--- src/rtl/alu_cmd_sequencer.sv ---
// Queues ALU commands, drives registered operands to a combinational ALU and
// returns tagged results in command order on a valid/ready response stream.
//
// state | meaning
// IDLE  | no command in flight; pop as soon as the queue is non-empty
// DRIVE | operands on alu_*, ALU settling for one cycle
// HOLD  | response presented; waits for rsp_ready, may chain the next pop
module alu_cmd_sequencer #(
    parameter int DEPTH = 4,
    parameter int TAG_W = 4
) (
    input  logic             clk,
    input  logic             rst,
    input  logic             cmd_valid,
    output logic             cmd_ready,
    input  logic [3:0]       cmd_op,
    input  logic [7:0]       cmd_a,
    input  logic [7:0]       cmd_b,
    input  logic [TAG_W-1:0] cmd_tag,
    output logic [7:0]       alu_a,
    output logic [7:0]       alu_b,
    output logic [3:0]       alu_sel,
    input  logic [7:0]       alu_out,
    input  logic             alu_carry,
    output logic             rsp_valid,
    input  logic             rsp_ready,
    output logic [7:0]       rsp_data,
    output logic             rsp_carry,
    output logic             rsp_illegal,
    output logic [TAG_W-1:0] rsp_tag
);
    localparam int PTR_W = (DEPTH > 1) ? $clog2(DEPTH) : 1;
    localparam int CNT_W = $clog2(DEPTH + 1);
    localparam logic [CNT_W-1:0] FULL_CNT = CNT_W'(DEPTH);

    typedef enum logic [1:0] {
        IDLE  = 2'd0,
        DRIVE = 2'd1,
        HOLD  = 2'd2
    } state_t;

    state_t             state;
    logic [PTR_W-1:0]   wr_ptr;
    logic [PTR_W-1:0]   rd_ptr;
    logic [CNT_W-1:0]   count;
    logic [TAG_W-1:0]   tag_q;

    logic [3:0]         mem_op  [DEPTH];
    logic [7:0]         mem_a   [DEPTH];
    logic [7:0]         mem_b   [DEPTH];
    logic [TAG_W-1:0]   mem_tag [DEPTH];

    logic push;
    logic pop;

    assign cmd_ready = !rst && (count != FULL_CNT);
    assign push      = cmd_valid && cmd_ready;
    // No bypass: a command pushed this cycle is popped no earlier than next cycle.
    assign pop       = (count != '0) &&
                       ((state == IDLE) || ((state == HOLD) && rsp_ready));

    always_ff @(posedge clk) begin
        if (push) begin
            mem_op[wr_ptr]  <= cmd_op;
            mem_a[wr_ptr]   <= cmd_a;
            mem_b[wr_ptr]   <= cmd_b;
            mem_tag[wr_ptr] <= cmd_tag;
        end
    end

    always_ff @(posedge clk) begin
        if (rst) begin
            state       <= IDLE;
            wr_ptr      <= '0;
            rd_ptr      <= '0;
            count       <= '0;
            tag_q       <= '0;
            alu_a       <= 8'h00;
            alu_b       <= 8'h00;
            alu_sel     <= 4'h0;
            rsp_valid   <= 1'b0;
            rsp_data    <= 8'h00;
            rsp_carry   <= 1'b0;
            rsp_illegal <= 1'b0;
            rsp_tag     <= '0;
        end else begin
            if (push) wr_ptr <= wr_ptr + PTR_W'(1);
            if (pop) begin
                rd_ptr  <= rd_ptr + PTR_W'(1);
                alu_a   <= mem_a[rd_ptr];
                alu_b   <= mem_b[rd_ptr];
                alu_sel <= mem_op[rd_ptr];
                tag_q   <= mem_tag[rd_ptr];
            end
            count <= count + CNT_W'(push) - CNT_W'(pop);

            case (state)
                IDLE: begin
                    if (pop) state <= DRIVE;
                end
                DRIVE: begin
                    rsp_data    <= alu_out;
                    rsp_carry   <= (alu_sel == 4'h0) && alu_carry;
                    rsp_illegal <= (alu_sel > 4'h3);
                    rsp_tag     <= tag_q;
                    rsp_valid   <= 1'b1;
                    state       <= HOLD;
                end
                HOLD: begin
                    if (rsp_ready) begin
                        rsp_valid <= 1'b0;
                        state     <= pop ? DRIVE : IDLE;
                    end
                end
                default: state <= IDLE;
            endcase
        end
    end
endmodule

--- config.mk ---
export PLATFORM = sky130hd
export DESIGN_NAME = alu_cmd_sequencer
export DESIGN_NICKNAME = d
export VERILOG_FILES = /design/src/rtl/alu_cmd_sequencer.sv
export SDC_FILE = /design/constraint.sdc
export NUM_CORES = 1
export LEC_CHECK = 0
export ABC_AREA = 1
export CORE_ASPECT_RATIO = 1.2
export CORE_MARGIN = 2
export CORE_UTILIZATION = 55
export DETAILED_ROUTE_END_ITERATION = 10
export PLACE_DENSITY_LB_ADDON = 0.2
export SYNTH_ARGS = -nofsm -noshare
export SYNTH_HDL_FRONTEND = slang
export SYNTH_SLANG_ARGS = --single-unit
export TNS_END_PERCENT = 20
--- constraint.sdc ---
create_clock -name clk -period 3.2 [get_ports clk]
set_input_delay 0.64 -clock clk [delete_from_list [all_inputs] [get_ports clk]]
set_output_delay 0.64 -clock clk [all_outputs]
set_load 0.005 [all_outputs]
== Word-level counts from Yosys, hierarchy flattened ==
Memory sizes are Yosys's and may differ from the RTL's. A register that Yosys moved wholly into a read port is not among the register bits.
Cells that the tools add are included.
Storage, ports and cells
  register bits: 24
  RAM bits: 96
  logic and storage cells: 44
  memories: 4
Memories
  mem_a: depth 4, bits a word 8, read ports 1, clocked after memory_dff 1, wr ports 1, RTL line 49  | logic [7:0] mem_a [DEPTH];
  mem_b: depth 4, bits a word 8, read ports 1, clocked after memory_dff 1, wr ports 1, RTL line 50  | logic [7:0] mem_b [DEPTH];
  mem_op: depth 4, bits a word 4, read ports 1, clocked after memory_dff 1, wr ports 1, RTL line 48  | logic [3:0] mem_op [DEPTH];
  mem_tag: depth 4, bits a word 4, read ports 1, clocked after memory_dff 1, wr ports 1, RTL line 51  | logic [TAG_W-1:0] mem_tag [DEPTH];
Operators by class
  add/sub/neg operators: 4
  magnitude comparators: 1
  eq/ne operators: 5
  mux-type cells: 8
  reduce and logical (&&, ||, !) cells: 13
Operators with widths (number)
  one-hot mux 2 bit (3 select lines): 1
  logical AND 1 bit: 5
  adder 2 x 1 -> 2 bit (second input constant): 2
  > comparator 4 x 2 -> 1 bit (second input constant): 1
  logical NOT 4 bit: 1
  two-way mux 1 bit: 4
  two-way mux 2 bit: 2
  != test 2 bit (second input constant): 2
  AND reduction 2 bit: 2
  adder 3 x 1 -> 3 bit: 1
  != test 3 bit (second input constant): 1
  nonzero test 3 bit: 1
  subtractor 3 x 1 -> 3 bit: 1
  equality test 2 x 1 -> 1 bit (second input constant): 1
  equality test 2 bit (second input constant): 1
  logical NOT 2 bit: 1
  one-hot mux 1 bit (2 select lines): 1
  nonzero test 2 bit: 1
  logical NOT 1 bit: 1
  logical OR 1 bit: 1

== Longest topological paths before layout ==
Gate-level depths: netlist (run 1).
  word-level depth: 7
  mapped depth: 11

== Worst setup path after synthesis (run 1) ==
No wires, ideal clock.
  path kind: input to register
  start point: in rst
  end point: mem mem_a[0][0], enable pin
  library setup time: 405 ps
  data arrival time: 2132 ps
  slack: 663 ps
  stages: 4
  cells stage by stage: buf_2 -> inv_2 -> nand3_1 -> nor2_1
Between the ends
  word-level cells in the longest chain between the ends: 5
RTL lines
  start, declared: RTL line 13  | input logic rst,
  logical NOT 1 bit: RTL line 56  | assign cmd_ready = !rst && (count != FULL_CNT);
  logical AND 1 bit: RTL line 56
  logical AND 1 bit: RTL line 57  | assign push = cmd_valid && cmd_ready;
  two-way mux 1 bit: RTL line 63  | if (push) begin
  two-way mux 1 bit (implied by the code): RTL line 65  | mem_a[wr_ptr] <= cmd_a;
  end, declared: RTL line 49
No other way between the ends.

== Worst setup path in the final report (run 1) ==
  start point: in rst
  end point: out cmd_ready
Between the ends
  word-level cells in the longest chain between the ends: 2
RTL lines
  logical NOT 1 bit: RTL line 56
  logical AND 1 bit: RTL line 56
  end, declared: RTL line 15  | output logic cmd_ready,
No other way between the ends.

==> results of run 1 <==
per-stage QoR:
stage,hold slack [ns],utilization (%)
after global routing,0.484,70.0
after global placement,0.441,64.9
after CTS,0.461,70.0
final,0.457,70.0
after floorplan,0.430,-
after detailed placement,0.451,64.9
placed cells by master, fill, tap and decap left out:
cell type	instances
clkbuf_8	4
ha_1	6
nor3_1	1
nand4_1	1
fa_1	1
inv_4	2
dfxtp_1	47
clkdlybuf4s50_1	72
a21oi_1	8
o21ai_1	1
o21ai_0	14
clkbuf_16	17
clkbuf_1	4
clkinv_2	5
and2_1	1
a21oi_2	1
nor2_1	73
edfxtp_1	96
inv_2	4
nand2_2	1
inv_1	135
a31oi_1	2
xor2_1	1
buf_12	4
buf_4	6
nand2_1	178
nand3_1	57
dfxtp_2	1
nor2_2	4
clkbuf_4	1
final timing paths:
kind,start,end,slack [ns],depth (start not counted)
max,rst,cmd_ready,0.53,3
min,tag_q[0]$_SDFFE_PP0P_,rsp_tag[0]$_SDFFE_PP0P_,0.46,2
max reg2reg,count[1]$_SDFF_PP0_,count[2]$_SDFF_PP0_,1.30,10
min reg2reg,tag_q[0]$_SDFFE_PP0P_,rsp_tag[0]$_SDFFE_PP0P_,0.46,2
where the power goes:
group / switching [W] / total (W) / internal [W]
clock network: 0.000695 / 0.00177 / 0.00108
registers: 0.000194 / 0.00246 / 0.00227
logic: 0.00121 / 0.00202 / 0.000813
total: 0.00210 / 0.00626 / 0.00416
registers in the layout (all words and copies together), names as in the netlist, 3 cells and up:
register,flops
alu_a,8
mem_b,32
alu_b,8
rsp_tag,4
count,3
mem_op,16
alu_sel,4
mem_tag,16
mem_a,32
rsp_data,8
tag_q,4
kinds of logic after synthesis:
group           after synthesis  share of synthesized area (%)
simple gates                316                           21.0
buf+inv                     168                           11.4
flops                       144                           63.7
compound gates               26                           2.26
fa+ha+maj                     7                           1.57
xor+xnor                      1                          0.145
area by class of cell:
type | instances | area share [%]
clock buffers | 26 | 6.77
clock inverters | 6 | 0.421
inverters | 140 | 7.11
multi-input cells | 350 | 20.4
flip-flops and latches | 144 | 51.7
well taps | 129 | 2.17
repair buffers | 82 | 11.4
critical path: cells and delay by family:
kind | cells | cell delay [ns]
buf+inv | 2 | 1.11
compound gates | 1 | 0.27
per-layer routing:
metal	GRT usage, %	part of all wire [%]	vias up
li1	-	-	2176
met1	26.4	40	1998
met2	40.1	53	126
met3	5.44	5.5	15
met4	7.96	1.3	0
met5	0	0	-
==> results by group, run 1 <==
Routing
  – ANT nets after route: 0
  – Via density: around 4.9
  – Pre-Repair DR Iteration Count: 4
  – Routed wire length: 12.7 mm
  – Remaining DRCs: 0
  – Via count: 4315
  – Initial detailed-routing violation count: approximately 330
  – Routed WL per cell: 14.4 microns

Yosys
  – Synth cell count leaders: nand2_1, inv_1, edfxtp_1
  – Fraction of registers with async set/reset: 0%
  – Mapped Area: 0.00604 sq mm
  – Register bit total from synthesis: 144
  – Seq/Total Area, Yosys: 63.7%
  – Number of synthesized flops with an enable pin: 96
  – Synth area leader: edfxtp_1
  – YS warnings: 0
  – Avg Cell Area, Syn: 9.12 sq um
  – Library cells used by synthesis: 24
  – Post-Syn Nets: about 710
  – Gate Count Post-Synth: about 660
  – Most used DFF post-synth: edfxtp_1
  – Top-count cell post-synth: nand2_1
  – Top cell type's share of synthesized area: about 48%
  – Largest cells by area after synthesis: edfxtp_1, dfxtp_1, nand2_1

Min path
  – Min-Delay Path Class: flip-flop to flip-flop

Power
  – Leak pwr: 3.37 nW
  – Design Power: 0.00626 W
  – VDD IR max: 0.535 mV
  – Pwr Density: 842 mW/mm^2

Finish
  – P&R area growth vs syn: 23.1%
  – Reg area: 0.00384 sq mm
  – Multi-input logic area: 0.00152 sq mm
  – Fillers: 793
  – Final nets: 779
  – Share of layout cells above drive strength 1: 6.68%
  – Ant diodes: 0
  – Finished Layout Cells: about 900
  – Post-route cell area: about 0.0074 sq mm

Status
  – Status: finished, final reports clean

Timing
  – Worst rel slew slack: 56.2%
  – Setup TNS: 0 ns
  – Fin. max-slew vios: 0
  – Setup ws final: 0.534 ns
  – Final setup fails: 0
  – Worst-margin pin slew: 0.658 ns
  – RSZ-0062 raised after global routing: false
  – Max Clk Rate: around 380 MHz
  – Skew final: 0.0121 ns
  – Hold Violations, Final: 0
  – Tcrit/Tclk final: 83.3%
  – Min Tclk post-route: 2.67 ns

Clock network
  – Clock Pin Slew Worst Setup and Hold Paths: 0.06 ns
  – Clock Tree Buf Depth: 2
  – TritonCTS clock tree: yes
  – Worst-Skew Late Latency: between 0.4 and 0.5 ns
  – Post-CTS Resized: 0
  – Setup bufs post-CTS: 0
  – CTS sink cnt: 144
  – Hold Buf Count CTS: 0
  – CTS Buf Count: 17
  – H-tree levels: 4
  – Clk root buf: clkbuf_16

Global route
  – Initial antenna violation count: 0
  – Remaining Overflow, GRT: 0
  – Largest net degree at the start of global routing: 51
  – Vias in the first global route: between 4000 and 5000
  – All-layer global routing usage: 22.6%
  – Global-route wire length before repair: 20.4 mm

Floorplan
  – Die width: between 90 and 100 microns
  – DIE AREA: 0.0118 sq mm
  – Area of the core: 0.0106 sq mm
  – IO Pins: between 70 and 80
  – Die Y: 119 microns
  – Starting Density: 56.9%
  – Num rows: a little over 40

Placed design
  – Placed cell count: around 850
  – RD Place Congestion: 0.736
  – Post-Place Worst Slack: 0.545 ns
  – Placed cell areas: 0.00690 sq mm
  – Hpwl dp: between 7 and 8 mm
  – I/O Buffers: 72

Worst setup path
  – Critical path class: primary input to output pin
  – CP max-delay cell: clkdlybuf4s50_1
  – Worst path max stage delay: about 0.57 ns
  – CP arrival: 2.03 ns
  – Critical path, cell by cell: clkdlybuf4s50_1, a31oi_1, clkdlybuf4s50_1
  – Kind of start point of the critical path: primary input
  – Critical path required time: between 2 and 3 ns
  – Crit path capture type: output pin
  – Worst path most repeated cell: clkdlybuf4s50_1
  – Worst-path fanout max: 9

Run
  – Maxcap violations: 0
(Power assumes the default switching activity.)
==> inputs of run 2 (changes only) <==
Settings changed: CORE_UTILIZATION 55 to 50.
Clock period 3.2 ns to 2.2 ns, I/O delays scaled along.
==> results by group, run 2 (synthesis results as in run 1) <==
Floorplan
  – DIE AREA: 0.0130 sq mm (+9.6%)
  – Die width: 104 microns (+4.7%)
  – Die Y: 124 microns (+4.7%)
  – Num rows: 43 (+4.9%)
  – Starting Density: 51.7% (-5.1 points)
  – Area of the core: 0.0117 sq mm (+9.9%)
  – IO Pins: 73 (unchanged)

Finish
  – P&R area growth vs syn: 26.3%
  – Most common library cell in the layout ignoring fill and taps: nand2_1
  – Share of layout cells above drive strength 1: 8.08% (+1.4 points)
  – Most frequent cells in the layout: nand2_1, inv_1, edfxtp_1, nor2_1, clkdlybuf4s50_1
  – Largest regs: mem_a x32, mem_b x32
  – Final nets: 786 (+0.90%)
  – Multi-input logic area: 0.00152 sq mm (+0.41%)
  – Fillers: 930 (+17%)
  – Ant diodes: 0 (unchanged)
  – Reg area: 0.00384 sq mm (unchanged)

Timing
  – Tcrit/Tclk final: 98.2%
  – Max Clk Rate: approximately 460 MHz
  – Fin. max-slew vios: 0 (unchanged)
  – Skew final: 0.00945 ns (-0.00270 ns)
  – Worst rel slew slack: 62.3% (+6.1 points)
  – Setup ws final: 0.0393 ns (-0.495 ns)
  – Final setup fails: 0 (unchanged)
  – Min Tclk post-route: 2.16 ns
  – Final hold slack: 0.455 ns (-0.00156 ns)
  – RSZ-0062 raised after global routing: false
  – Hold Violations, Final: 0 (unchanged)
  – Worst-margin pin slew: 0.565 ns (-0.0924 ns)

Worst setup path
  – Critical Path Start: rst
  – Worst R2R End: count[2]$_SDFF_PP0_
  – Setup slack, reg-to-reg: 0.30 ns (-1.00 ns)
  – Crit path capture type: output pin
  – Worst-path fanout max: 2 (-7)
  – Setup crit end: cmd_ready
  – Critical path class: primary input to output pin
  – Kind of start point of the critical path: primary input
  – Critical path required time: 1.76 ns (-0.80 ns)
  – Reg2reg start: count[1]$_SDFF_PP0_
  – Reg2Reg Depth: 10 (unchanged)
  – CP arrival: 1.72 ns (-0.31 ns)

Global route
  – Initial antenna violation count: 0 (unchanged)
  – Remaining Overflow, GRT: 0 (unchanged)
  – Vias in the first global route: 4282 (-0.76%)
  – All-layer global routing usage: 19.3% (-3.3 points)
  – Largest net degree at the start of global routing: 51 (unchanged)
  – Global-route wire length before repair: 19.7 mm (-3.2%)

Clock network
  – Clk root buf: clkbuf_16
  – CTS Buf Count: 17 (unchanged)
  – TritonCTS clock tree: yes
  – Clock Pin Slew Worst Setup and Hold Paths: 0.06 ns (about the same)
  – CTS sink cnt: 144 (unchanged)
  – Clock Tree Buf Depth: 2 (unchanged)
  – H-tree levels: 4 (unchanged)
  – Setup bufs post-CTS: 0 (unchanged)
  – Worst-Skew Late Latency: 0.41 ns (about the same)

Power
  – Leak pwr: 3.45 nW (+2.1%)
  – Pwr Density: 1240 mW/mm^2 (+47%)
  – Sw Share: 32.1% (-1.4 points)
  – Sw Pwr: 0.00304 W (+45%)
  – Internal cell power: 0.00643 W (+55%)
  – Clk pwr share: 31.3% (+3.0 points)
  – Logic gate share of total power: 31.0% (-1.3 points)
  – Sequential share of power: 37.7% (-1.7 points)
  – VDD IR max: 0.607 mV (+13%)

Placed design
  – Post-Place Worst Slack: -0.115 ns (-0.660 ns)
  – I/O Buffers: 72 (unchanged)
  – Hpwl dp: 7.15 mm (-7.8%)
  – RD Place Congestion: 0.756 (+2.7%)

Min path
  – Min-Delay Path Class: flip-flop to flip-flop

Routing
  – ANT nets after route: 0 (unchanged)
  – Initial detailed-routing violation count: 247 (-24%)
  – Routed WL per cell: 12.9 microns (-10%)
  – Via count: 4307 (-0.19%)
  – Routed wire length: 11.8 mm (-6.7%)
  – Pre-Repair DR Iteration Count: 4 (unchanged)
  – Remaining DRCs: 0 (unchanged)
  – Via density: 4.72 (-4.0%)

Run
  – Maxcap violations: 0 (unchanged)

Status
  – Status: finished, final reports clean
-- run 2: critical path, stage by stage --
cell and delay [ns]:
clkdlybuf4s50_1 0.44, buf_4 0.16, a31oi_2 0.16, clkdlybuf4s50_1 0.53
-- run 2: how the worst min path moves through the flow --
| stage | startpoint | cells after the start | slack [ns] | endpoint |
|---|---|---|---|---|
| 2_1_floorplan | tag_q[0]$_SDFFE_PP0P_ | 2 | 0.43 | rsp_tag[0]$_SDFFE_PP0P_ |
| 6_report | tag_q[1]$_SDFFE_PP0P_ | 2 | 0.46 | rsp_tag[1]$_SDFFE_PP0P_ |
| 3_3_place_gp | tag_q[3]$_SDFFE_PP0P_ | 2 | 0.44 | rsp_tag[3]$_SDFFE_PP0P_ |
| 5_1_grt | tag_q[3]$_SDFFE_PP0P_ | 2 | 0.48 | rsp_tag[3]$_SDFFE_PP0P_ |
| 3_5_place_dp | tag_q[1]$_SDFFE_PP0P_ | 2 | 0.45 | rsp_tag[1]$_SDFFE_PP0P_ |
| 4_1_cts | tag_q[1]$_SDFFE_PP0P_ | 2 | 0.46 | rsp_tag[1]$_SDFFE_PP0P_ |
-- run 2: power by group through the flow --
| stage | clock, W | sequential [W] | combinational (W) |
|---|---|---|---|
| 4_1_cts | 0.00301 | 0.00358 | 0.00298 |
| 3_3_place_gp | 0 | 0.00361 | 0.00287 |
| 3_5_place_dp | 0 | 0.00363 | 0.00295 |
| 2_1_floorplan | 0 | 0.00354 | 0.00200 |
| 6_report | 0.00296 | 0.00357 | 0.00293 |
| 5_1_grt | 0.00313 | 0.00362 | 0.00338 |
-- run 2: cell type report --
| type | count | area share (%) |
|---|---|---|
| multi-input combinational | 350 | 20.0 |
| clock inverter | 11 | 1.59 |
| tap | 157 | 2.58 |
| clock buffer | 21 | 6.74 |
| timing repair buffer | 89 | 11.8 |
| inverter | 140 | 6.92 |
| sequential | 144 | 50.4 |
-- run 2: stage by stage --
step | total power, W | util, % | instance area (sq um) | TNS [ns] | cells
after floorplan | 0.00554 | - | 6040 | -13.15 | 662
after global placement | 0.00648 | 59.8 | 6980 | -0.182 | 880
after detailed placement | 0.00658 | 59.8 | 6980 | -0.246 | 880
after CTS | 0.00957 | 65.3 | 7630 | 0 | 912
after global routing | 0.0101 | 65.3 | 7630 | 0 | 912
final | 0.00947 | 65.3 | 7630 | 0 | 912
-- run 2: timing repair --
item	4_1_cts	5_1_grt
hold buffers	0	0
gates resized for setup	1	0
endpoints found under the setup margin	1	0
-- run 2: metal layers --
| metal | global-route usage, % | share of wire, % | vias up |
|---|---|---|---|
| li1 | - | - | 2187 |
| met1 | 21.9 | 42 | 1985 |
| met2 | 34.3 | 51 | 115 |
| met3 | 5.29 | 6.0 | 20 |
| met4 | 7.47 | 1.6 | 0 |
| met5 | 0 | 0 | - |
